===== src/rtl/wb_openram_port.sv =====
`default_nettype none
// ============================================================================
// Module      : wb_openram_port
// Description : Wishbone classic slave bridging to port 0 of an OpenRAM
//               single-port SRAM. A four-state FSM (IDLE/ISSUE/RDATA/ACK)
//               presents one registered SRAM access per request and returns
//               a single-cycle acknowledge. Writes take 2 cycles from the
//               first strobe cycle to ack, and reads take 3.
//               Optional macro WB_OPENRAM_ERR_EN adds wbs_err_o and an
//               address-window check. Without it, the window aliases.
// Revision    : 1.0 - initial release
// ============================================================================
module wb_openram_port #(
    parameter logic [31:0] BASE_ADDR  = 32'h3000_0000,
    parameter int          ADDR_WIDTH = 8
) (
    input  logic                  wb_clk_i,
    input  logic                  wb_rstn_i,
    input  logic                  wbs_cyc_i,
    input  logic                  wbs_stb_i,
    input  logic                  wbs_we_i,
    input  logic [3:0]            wbs_sel_i,
    input  logic [31:0]           wbs_adr_i,
    input  logic [31:0]           wbs_dat_i,
    output logic                  wbs_ack_o,
    output logic [31:0]           wbs_dat_o,
`ifdef WB_OPENRAM_ERR_EN
    output logic                  wbs_err_o,
`endif
    output logic                  csb0,
    output logic                  web0,
    output logic [3:0]            wmask0,
    output logic [ADDR_WIDTH-1:0] addr0,
    output logic [31:0]           din0,
    input  logic [31:0]           dout0
);

    typedef enum logic [1:0] {
        IDLE  = 2'd0,
        ISSUE = 2'd1,
        RDATA = 2'd2,
        ACK   = 2'd3
    } state_t;

    state_t                state_q, state_d;
    logic                  ack_q, ack_d;
    logic                  csb0_q, csb0_d;
    logic                  web0_q, web0_d;
    logic [3:0]            wmask0_q, wmask0_d;
    logic [ADDR_WIDTH-1:0] addr0_q, addr0_d;
    logic [31:0]           din0_q, din0_d;
    logic [31:0]           dat_o_q, dat_o_d;
    logic                  w_req;

    assign w_req = wbs_cyc_i & wbs_stb_i;

`ifdef WB_OPENRAM_ERR_EN
    // Window bounds widened to 33 bits so a window ending at 4 GiB cannot wrap.
    localparam logic [32:0] C_WIN_LO = {1'b0, BASE_ADDR};
    localparam logic [32:0] C_WIN_HI = C_WIN_LO + (33'd4 << ADDR_WIDTH);

    logic err_q, err_d;
    logic err_pend_q, err_pend_d;
    logic w_in_range;

    assign w_in_range = ({1'b0, wbs_adr_i} >= C_WIN_LO) && ({1'b0, wbs_adr_i} < C_WIN_HI);
    assign wbs_err_o  = err_q;
`else
    // Only the word-address bits select a location, so all other bits alias.
    logic unused_adr_bits;
    assign unused_adr_bits = &{1'b0, wbs_adr_i[31:ADDR_WIDTH+2], wbs_adr_i[1:0]};
`endif

    // Next-state and next-output logic. Every output is registered.
    always_comb begin
        state_d  = state_q;
        ack_d    = 1'b0;
        csb0_d   = 1'b1;
        web0_d   = web0_q;
        wmask0_d = wmask0_q;
        addr0_d  = addr0_q;
        din0_d   = din0_q;
        dat_o_d  = dat_o_q;
`ifdef WB_OPENRAM_ERR_EN
        err_d      = 1'b0;
        err_pend_d = 1'b0;
`endif
        case (state_q)
            IDLE: begin
                if (w_req) begin
                    state_d  = ISSUE;
                    csb0_d   = 1'b0;
                    addr0_d  = wbs_adr_i[ADDR_WIDTH+1:2];
                    din0_d   = wbs_dat_i;
                    web0_d   = ~wbs_we_i;
                    wmask0_d = wbs_we_i ? wbs_sel_i : 4'h0;
`ifdef WB_OPENRAM_ERR_EN
                    // An out-of-window request keeps the SRAM deselected. It
                    // still spends one cycle before responding, so the error
                    // arrives with the same timing as a write ack.
                    if (!w_in_range) begin
                        csb0_d     = 1'b1;
                        err_pend_d = 1'b1;
                    end
`endif
                end
            end
            ISSUE: begin
                // A dropped cycle abandons the response only. The SRAM
                // access was already presented this cycle, so a write commits.
                if (!wbs_cyc_i) begin
                    state_d = IDLE;
`ifdef WB_OPENRAM_ERR_EN
                end else if (err_pend_q) begin
                    state_d = ACK;
                    err_d   = 1'b1;
`endif
                end else if (!web0_q) begin
                    state_d = ACK;
                    ack_d   = 1'b1;
                end else begin
                    state_d = RDATA;
                end
            end
            RDATA: begin
                if (!wbs_cyc_i) begin
                    state_d = IDLE;
                end else begin
                    state_d = ACK;
                    ack_d   = 1'b1;
                    dat_o_d = dout0;
                end
            end
            ACK: begin
                state_d = IDLE;
            end
            default: begin
                state_d = IDLE;
            end
        endcase
    end

    // State and output registers, cleared asynchronously by reset.
    always_ff @(posedge wb_clk_i or negedge wb_rstn_i) begin
        if (!wb_rstn_i) begin
            state_q  <= IDLE;
            ack_q    <= 1'b0;
            csb0_q   <= 1'b1;
            web0_q   <= 1'b1;
            wmask0_q <= 4'h0;
            addr0_q  <= '0;
            din0_q   <= 32'h0;
            dat_o_q  <= 32'h0;
`ifdef WB_OPENRAM_ERR_EN
            err_q      <= 1'b0;
            err_pend_q <= 1'b0;
`endif
        end else begin
            state_q  <= state_d;
            ack_q    <= ack_d;
            csb0_q   <= csb0_d;
            web0_q   <= web0_d;
            wmask0_q <= wmask0_d;
            addr0_q  <= addr0_d;
            din0_q   <= din0_d;
            dat_o_q  <= dat_o_d;
`ifdef WB_OPENRAM_ERR_EN
            err_q      <= err_d;
            err_pend_q <= err_pend_d;
`endif
        end
    end

    assign wbs_ack_o = ack_q;
    assign wbs_dat_o = dat_o_q;
    assign csb0      = csb0_q;
    assign web0      = web0_q;
    assign wmask0    = wmask0_q;
    assign addr0     = addr0_q;
    assign din0      = din0_q;

endmodule
`default_nettype wire


===== config.mk =====
export PLATFORM = sky130hd
export DESIGN_NAME = wb_openram_port
export DESIGN_NICKNAME = d
export VERILOG_FILES = /design/src/rtl/wb_openram_port.sv
export SDC_FILE = /design/constraint.sdc
export NUM_CORES = 1
export LEC_CHECK = 0
export BUFFER_PORTS_ARGS = -buffer_cell sky130_fd_sc_hd__buf_2
export CAP_MARGIN = 20
export CORE_MARGIN = 1
export CORE_UTILIZATION = 39
export CTS_BUF_LIST = sky130_fd_sc_hd__clkbuf_8 sky130_fd_sc_hd__clkbuf_16
export CTS_CLUSTER_SIZE = 24
export DETAILED_ROUTE_END_ITERATION = 8
export MAX_ROUTING_LAYER = met4
export PLACE_DENSITY = 0.83
export SKIP_LAST_GASP = 1
export SYNTH_ARGS = -nofsm -noshare
export SYNTH_HDL_FRONTEND = slang
export SYNTH_SLANG_ARGS = --single-unit

===== constraint.sdc =====
create_clock -name wb_clk_i -period 1.4 [get_ports wb_clk_i]
set_input_delay 0.21 -clock wb_clk_i [delete_from_list [all_inputs] [get_ports wb_clk_i]]
set_output_delay 0.21 -clock wb_clk_i [all_outputs]
set_load 0.05 [all_outputs]

After elaboration in Yosys (flattened, before gate mapping)
Cells that the tools add are included.

Register bits after elaboration: 81. Latch bits: 0. Memory bits (writable): 0. Memory bits (read-only): 0. Output and inout bits: 79. Logic and storage cells: 29. Memories kept: 0.

Add/sub/neg operators: 0. Multiply operators: 0. Div/mod/pow operators: 0. Magnitude comparators: 0. Equality and inequality tests: 4. Shifts and indexed selects: 0. Muxes and demuxes: 12. Bitwise gates (word level): 2. Reductions and logical operators: 3.

Operators by type and width (number): $pmux 2 s4 (1); $mux 1 (6); $mux 2 (3); $eq 2x2->1 const B (2); $mux 4 (1); $reduce_and 2->1 (2); $eq 2x1->1 const B (1); $logic_not 2->1 (1); $ne 2x2->1 const B (1); $pmux 1 s2 (1); $and 1x1->1 (1); $not 1->1 (1).

Depth between registers and ports, before layout
Gate-level depths: netlist of the first run.

Depth after elaboration: 3. Gate-level depth with buffers: 6. Gate-level depth less buffers: 5.

Least setup slack after synthesis of the first run
Ideal clock, no wire load.

Path kind: reg-to-reg. From: register state_q[0]. To: register dat_o_q[10], in the netlist wbs_dat_o[10]. Setup time: 125 ps. Arrival time: 1300 ps. Setup slack: -24 ps. Cell stages (with the launch flop): 6. Cells stage by stage: dfrtp_1 -> inv_1 -> ha_1 -> nand2_1 -> buf_2 -> mux2_2.

Word-level cells in the longest chain between the ends: 2.

Ends and longest elaborated chain: start, declared (line 45) `state_t state_q, state_d;`; start signal, assigned (line 159) `state_q <= state_d;`; $eq 2x2->1 (line 88) `case (state_q)`; $reduce_and 2->1 (no source line); end signal, assigned (line 166) `dat_o_q <= dat_o_d;`; end, declared (line 52) `logic [31:0] dat_o_q, dat_o_d;`.

No other way between the ends. A chain may end at the register's enable or synchronous reset.

Worst setup path in the final report of the first run
From: register state_q[0]. To: register dat_o_q[5], in the netlist wbs_dat_o[5].

Same word-level chain as after synthesis.

==> flow_metrics.py, run 1 <==
metrics = {
    "drt": {
        "finalWirelength_mm": 6.71,
        "avgRoutedWirePerCell_um": 13.9,
        "viasPerCell": 4.62,
        "route.vias.total": 2233,
        "final_antenna_net_count": 0,
        "post-route-drc-count": 0,
        "drt_first_pass_iters": 3,
        "dr.first_iter.drc_count": 19,
    },
    "synth": {
        "muxShareOfSynthArea": 0.261,
        "synth_top_family_by_area": "multiplexers",
        "ys_ff_latch": 81,
        "synth_adder_area_share": 0.0161,
        "synth_cell_types": 17,
        "syn_area_per_cell_sq_um": 15.8,
        "yosys-top-cells-area": "dfrtp_1, mux2_2, dfstp_2",
        "netlist_area_sq_um": 3110,
        "synth.largest_area_cell": "dfrtp_1",
        "synth_compound_area_frac": 0.0153,
        "synth_cells": 197,
        "synth.net_count": 306,
        "yosys.area_share.simple": 0.0306,
        "synth_top_area_share": 0.636,
        "yosysWarningCount": 0,
        "synth-xor-area-share": 0,
        "ys_seq_area_frac": 0.653,
    },
    "die": {
        "start_util": 0.402,
        "die_area_sq_um": 8330,
        "die_w_um": 91.3,
        "core-area_sq_um": 7730,
        "ios": 184,
        "rows": 32,
        "die_y_um": 91.3,
    },
    "global_routing": {
        "antenna_found_initial": 0,
        "grt_use_total": 0.168,
        "grt_max_degree": 82,
        "grt-ovfl-total": 0,
        "grt_pass1_wl_mm": 10.6,
        "grt_pass1_vias": 2362,
    },
    "min_path": {
        "hold_class": "in2reg",
    },
    "timing": {
        "relSlewSlack": 0.721,
        "fin_crit_sh": 1.03,
        "setup_tns_ps": -455,
        "rsz0062_at_grt": "true",
        "finalHoldViolCount": 0,
        "worst_pin_slew_ps": 419,
        "setup_viol": 31,
        "fmax_mhz": 694,
        "final.min_clock_period_ps": 1440,
        "finalWorstSetupSlack_ps": -41.2,
        "skew_ps": 15.2,
        "drv_slew": 0,
    },
    "placement": {
        "gp_congestion": 0.760,
        "hpwlAfterDp_mm": 4.57,
        "port_buffers": 159,
    },
    "cells_and_area": {
        "finish.utilization": 0.582,
        "syn_to_final_growth_pct": 44.7,
        "diodes": 0,
        "multi_input_comb_area_sq_um": 1090,
        "fillers": 633,
        "drive_above_1_share": 0.717,
        "finalNetCount": 485,
        "seq_area_sq_um": 2030,
    },
    "run_status": {
        "status": "finished with violations",
        "violations": "setup timing",
    },
    "worst_setup_path": {
        "regToRegSetupSlack_ps": -40,
        "critical_path_class": "reg2reg",
        "crit_path_end_kind": "flip-flop",
        "critPathMaxFanout": 7,
        "cp_data_arrival_time_ps": 1650,
        "cp_data_required_time_ps": 1610,
        "cp-start-kind": "flip-flop",
    },
    "clock_network": {
        "clkTransAtPathRegs_ps": 80,
        "htree_levels": 3,
        "clock_sinks": 81,
        "cts-root-buf": "clkbuf_8",
        "tritoncts.num_buffers": 9,
        "cts_tree": "yes",
        "clock_latency_ps": 340,
        "cts.path.max_buffers": 2,
    },
    "flow_run": {
        "drv_cap": 0,
    },
}
[registers in the layout, summed over array words and instances, names as in the netlist]
signal	count
din0	32
addr0	8
wbs_dat_o	32
csb0	1
state_q	2
web0	1
wmask0	4
wbs_ack_o	1
[layout by cell type, fill, tap and decap left out]
cell type / count
nand2_1: 10
o21ai_1: 2
buf_16: 3
mux2_4: 5
dfstp_2: 2
clkbuf_8: 10
nor2b_1: 2
ha_1: 1
dlygate4sd3_1: 1
o21ai_0: 6
inv_2: 2
nor4_4: 1
buf_2: 158
buf_4: 9
clkbuf_16: 1
and3_1: 1
mux2_2: 67
nor2_1: 2
nand3_4: 1
nand3_1: 1
dfrtp_1: 79
buf_6: 1
bufinv_16: 1
ha_4: 2
nor2b_4: 1
nand2_4: 1
ha_2: 1
clkinv_2: 3
buf_12: 3
a211oi_2: 1
inv_1: 3
[cells in the mapped netlist, drive strengths merged]
cell type	instances
a211oi	1
dfstp	2
nor2	2
ha	4
nor4	1
and3	1
inv	3
buf	7
nand2	11
nand3	2
nor2b	3
dfrtp	79
clkbuf	1
o21ai	8
mux2	72
[metrics by stage]
step | hold slack [ps] | setup WS (ps) | cell area, sq um | std cells
global route | 76.6 | -95.8 | 4500 | 483
finish | 92.1 | -41.2 | 4500 | 483
CTS | 66.6 | -37.7 | 4410 | 481
detailed placement | 272 | -118 | 4080 | 460
floorplan | -85.6 | -24.4 | 3110 | 197
global placement | 267 | -63.4 | 4080 | 460
[routing by layer]
layer	vias up	routed length [um]	global-route usage
met5	-	0	-
met1	1089	2710	0.183
met4	0	89	0.0688
met3	9	404	0.0318
met2	96	3500	0.302
li1	1039	-	-
[kinds of logic (layout without fill, tap and decap cells)]
kind of cell | after synthesis | after routing
AOI/OAI and AO/OA | 9 | 9
and+or+nand+nor | 20 | 20
adders and majority gates | 4 | 4
muxes | 72 | 72
DFF | 81 | 81
buffers and inverters | 11 | 195
[timing repair]
| action | CTS | global route |
|---|---|---|
| pin swaps | 0 | 4 |
| hold buffers | 1 | 0 |
| setup buffers | 1 | 2 |
| gates resized for setup | 11 | 15 |
| setup endpoints to repair | 72 | 79 |
| hold endpoints to repair | 79 | 0 |
| gates cloned | 3 | 1 |
[worst paths after layout]
check,startpoint,to,depth (start not counted)
min in group asynchronous,wb_rstn_i,wbs_dat_o[21]$_DFFE_PN0P_,3
hold reg to reg,wmask0[1]$_DFFE_PN0P_,wmask0[1]$_DFFE_PN0P_,2
setup / recovery,state_q[0]$_DFFE_PN0P_,wbs_dat_o[5]$_DFFE_PN0P_,5
setup reg to reg,state_q[0]$_DFFE_PN0P_,wbs_dat_o[5]$_DFFE_PN0P_,5
max in group asynchronous,wb_rstn_i,web0$_DFFE_PN1P_,3
hold / removal,wbs_we_i,web0$_DFFE_PN1P_,2
[worst max-delay path, stage by stage (launching register included)]
cell and delay (ps):
dfrtp_1 360, inv_2 70, ha_2 210, nand2_4 170, clkbuf_16 190, mux2_2 330
[cell type report]
| class | instances | share of cell area |
|---|---|---|
| Multi-Input combinational cell | 105 | 0.243 |
| Clock buffer | 10 | 0.0306 |
| Timing Repair Buffer | 176 | 0.233 |
| Tap cell | 102 | 0.0284 |
| Inverter | 3 | 0.00250 |
| Sequential cell | 81 | 0.451 |
| Clock inverter | 6 | 0.0117 |
Power of run 1 is left out: the tool's default activity adds up to more than one toggle a clock period on the data nets, which glitch-free logic cannot reach.
==> run 2, diff against run 1 <==
ABC_AREA = 1   (was unset)
CORE_UTILIZATION = 40   (was 39)
PLACE_DENSITY = 0.84   (was 0.83)
==> flow_metrics.py, run 2 <==
metrics = {
    "synth": {
        "synth.net_count": 463,
        "ys_seq_area_frac": 0.623,
        "synth_common_cells": "nand2_1, dfrtp_1, inv_1",
        "netlist_area_sq_um": 3260,
        "synth_cell_types": 17,
        "ys_ff_latch": 81,
        "synth.largest_area_cell": "dfrtp_1",
        "synth-edff-count": 0,
        "synth_most_common_cell": "nand2_1",
        "synth-main-ff-cell": "dfrtp_1",
        "yosysWarningCount": 0,
        "synth_cells": 354,
        "synth_top_area_share": 0.607,
        "synthArstFlopShare": 1.00,
        "syn_area_per_cell_sq_um": 9.20,
        "yosys-top-cells-area": "dfrtp_1, nand2_1, nand3_1",
    },
    "cells_and_area": {
        "fillers": 690,
        "diodes": 0,
        "syn_to_final_growth_pct": 35.8,
        "stdcell_area_sq_um": 4420,
        "layout_common_cells": "buf_2, nand2_1, dfrtp_1",
        "seq_area_sq_um": 2030,
        "final_common_cell": "buf_2",
        "drive_above_1_share": 0.372,
        "multi_input_comb_area_sq_um": 956,
        "finalNetCount": 626,
    },
    "timing": {
        "fmax_mhz": 756,
        "finalHoldViolCount": 0,
        "setup_viol": 0,
        "skew_ps": 11.2,
        "worst_pin_slew_ps": 267,
        "drv_slew": 0,
        "final.min_clock_period_ps": 1320,
        "setup_tns_ps": 0,
        "fin_crit_sh": 0.945,
        "rsz0062_at_grt": "true",
        "relSlewSlack": 0.823,
    },
    "worst_setup_path": {
        "cp_top_family": "flip-flops",
        "critPathMaxStageDelay_ps": 530,
        "critPathSlowestCell": "dfstp_2",
        "worstPathCellList": "buf_2",
        "cp_data_arrival_time_ps": 1110,
        "cp.depth": 1,
        "critical_path_class": "reg2out",
        "crit_path_end_kind": "primary output",
        "cp_data_required_time_ps": 1190,
        "r2r_cells": 6,
        "critPathMaxFanout": 2,
        "cp_num_buf_inv": 1,
        "cp-start-kind": "flip-flop",
    },
    "clock_network": {
        "clkTransAtPathRegs_ps": 70,
        "clock_latency_ps": 330,
        "cts.path.max_buffers": 2,
        "clock_sinks": 81,
        "cts_tree": "yes",
        "htree_levels": 3,
        "tritoncts.num_buffers": 9,
        "cts-root-buf": "clkbuf_8",
    },
    "die": {
        "start_util": 0.417,
        "core-area_sq_um": 7810,
        "ios": 184,
        "rows": 32,
        "die_area_sq_um": 8500,
        "die_w_um": 92.2,
        "die_y_um": 92.2,
    },
    "drt": {
        "route.vias.total": 2822,
        "dr.first_iter.drc_count": 77,
        "drt_first_pass_iters": 4,
        "viasPerCell": 4.52,
        "finalWirelength_mm": 7.42,
        "avgRoutedWirePerCell_um": 11.9,
        "final_antenna_net_count": 0,
        "post-route-drc-count": 0,
    },
    "global_routing": {
        "grt_pass1_wl_mm": 12.1,
        "grt_pass1_vias": 2743,
        "grt-ovfl-total": 0,
        "antenna_found_initial": 0,
        "grt_use_total": 0.186,
        "grt_max_degree": 64,
    },
    "placement": {
        "place_area_sq_um": 4190,
        "hpwlAfterDp_mm": 5.63,
        "gp_congestion": 0.754,
        "port_buffers": 159,
    },
    "power": {
        "p_per_area_nw_per_um2": 2760,
        "p_leak_nw": 2.62,
        "p_total_mw": 12.2,
        "irDropWorstVdd_uv": 1260,
    },
    "flow_run": {
        "drv_cap": 0,
    },
    "min_path": {
        "hold_depth": 3,
        "hold_class": "in2reg",
    },
    "run_status": {
        "status": "finished, final reports clean",
    },
}
-- run 2: cell count changes after synthesis, sizes merged, moves of 8 or more --
cell / previous run / this run
o21ai: 8 / 42
nand3: 2 / 35
mux2: 72 / 0
nand2: 11 / 121
clkbuf: 1 / 9
inv: 3 / 45
-- run 2: final cells by class --
| type | instances | share of cell area |
|---|---|---|
| Sequential cell | 81 | 0.459 |
| Multi-Input combinational cell | 208 | 0.216 |
| Timing Repair Buffer | 172 | 0.213 |
| Inverter | 45 | 0.0382 |
| Clock buffer | 10 | 0.0311 |
| Tap cell | 102 | 0.0289 |
| Clock inverter | 6 | 0.0139 |
-- run 2: worst register-to-register path: cells and delay by family (launching register included) --
kind                       cells  cell delay [ps]
and+or+nand+nor                2              190
DFF                            1              420
buffers and inverters          2              320
AOI/OAI and AO/OA              1               90
adders and majority gates      1              170
-- run 2: power by group --
part / internal, mW / switching [mW] / total (mW)
registers: 3.40 / 0.539 / 3.94
logic: 1.47 / 5.11 / 6.58
clock network: 0.864 / 0.797 / 1.66
total: 5.74 / 6.44 / 12.2
-- run 2: through the flow --
stage / cells / util / hold slack, ps / setup slack, ps
5_1_grt: 624 / 0.566 / 61.7 / -1.12
6_report: 624 / 0.566 / 72.5 / 77.5
4_1_cts: 624 / 0.564 / 52.4 / -2.70
3_3_place_gp: 607 / 0.537 / 66.5 / 92.2
2_1_floorplan: 354 / - / -85.6 / 89.7
3_5_place_dp: 607 / 0.537 / 65.8 / -14.2
-- run 2: cells by family (layout without fill, tap and decap cells) --
family / after synthesis / count (layout) / synth area share
simple gates: 160 / 160 / 0.204
compound gates: 44 / 44 / 0.0696
fa+ha+maj: 4 / 4 / 0.0154
buf+inv: 65 / 233 / 0.0876
flops: 81 / 81 / 0.623
-- run 2: timing repair --
action | in CTS | in global routing
cloned | 0 | 0
endpoints found under the hold margin | 61 | 0
resized for setup | 3 | 5
buffers inserted | 0 | 0
hold buffers | 1 | 0
endpoints found under the setup margin | 11 | 70
-- run 2: final timing paths --
check	start	endpoint	slack (ps)
worst max-delay path	web0$_DFFE_PN1P_	web0	80
worst min-delay path	wbs_sel_i[2]	wmask0[2]$_DFFE_PN0P_	70
min in group asynchronous	wb_rstn_i	din0[8]$_DFFE_PN0P_	250
max in group asynchronous	wb_rstn_i	web0$_DFFE_PN1P_	580
worst min register to register	wbs_dat_o[10]$_DFFE_PN0P_	wbs_dat_o[10]$_DFFE_PN0P_	470
worst max register to register	state_q[0]$_DFFE_PN0P_	din0[20]$_DFFE_PN0P_	90
-- run 2: metal layers --
| layer | up-vias | global-route usage | share of wire | routed length, um |
|---|---|---|---|---|
| li1 | 1422 | - | - | - |
| met1 | 1293 | 0.216 | 0.44 | 3260 |
| met2 | 101 | 0.328 | 0.50 | 3710 |
| met3 | 6 | 0.0340 | 0.055 | 407 |
| met4 | 0 | 0.0573 | 0.0058 | 43 |
| met5 | - | - | 0 | 0 |
Power figures use the tool's default switching activity.
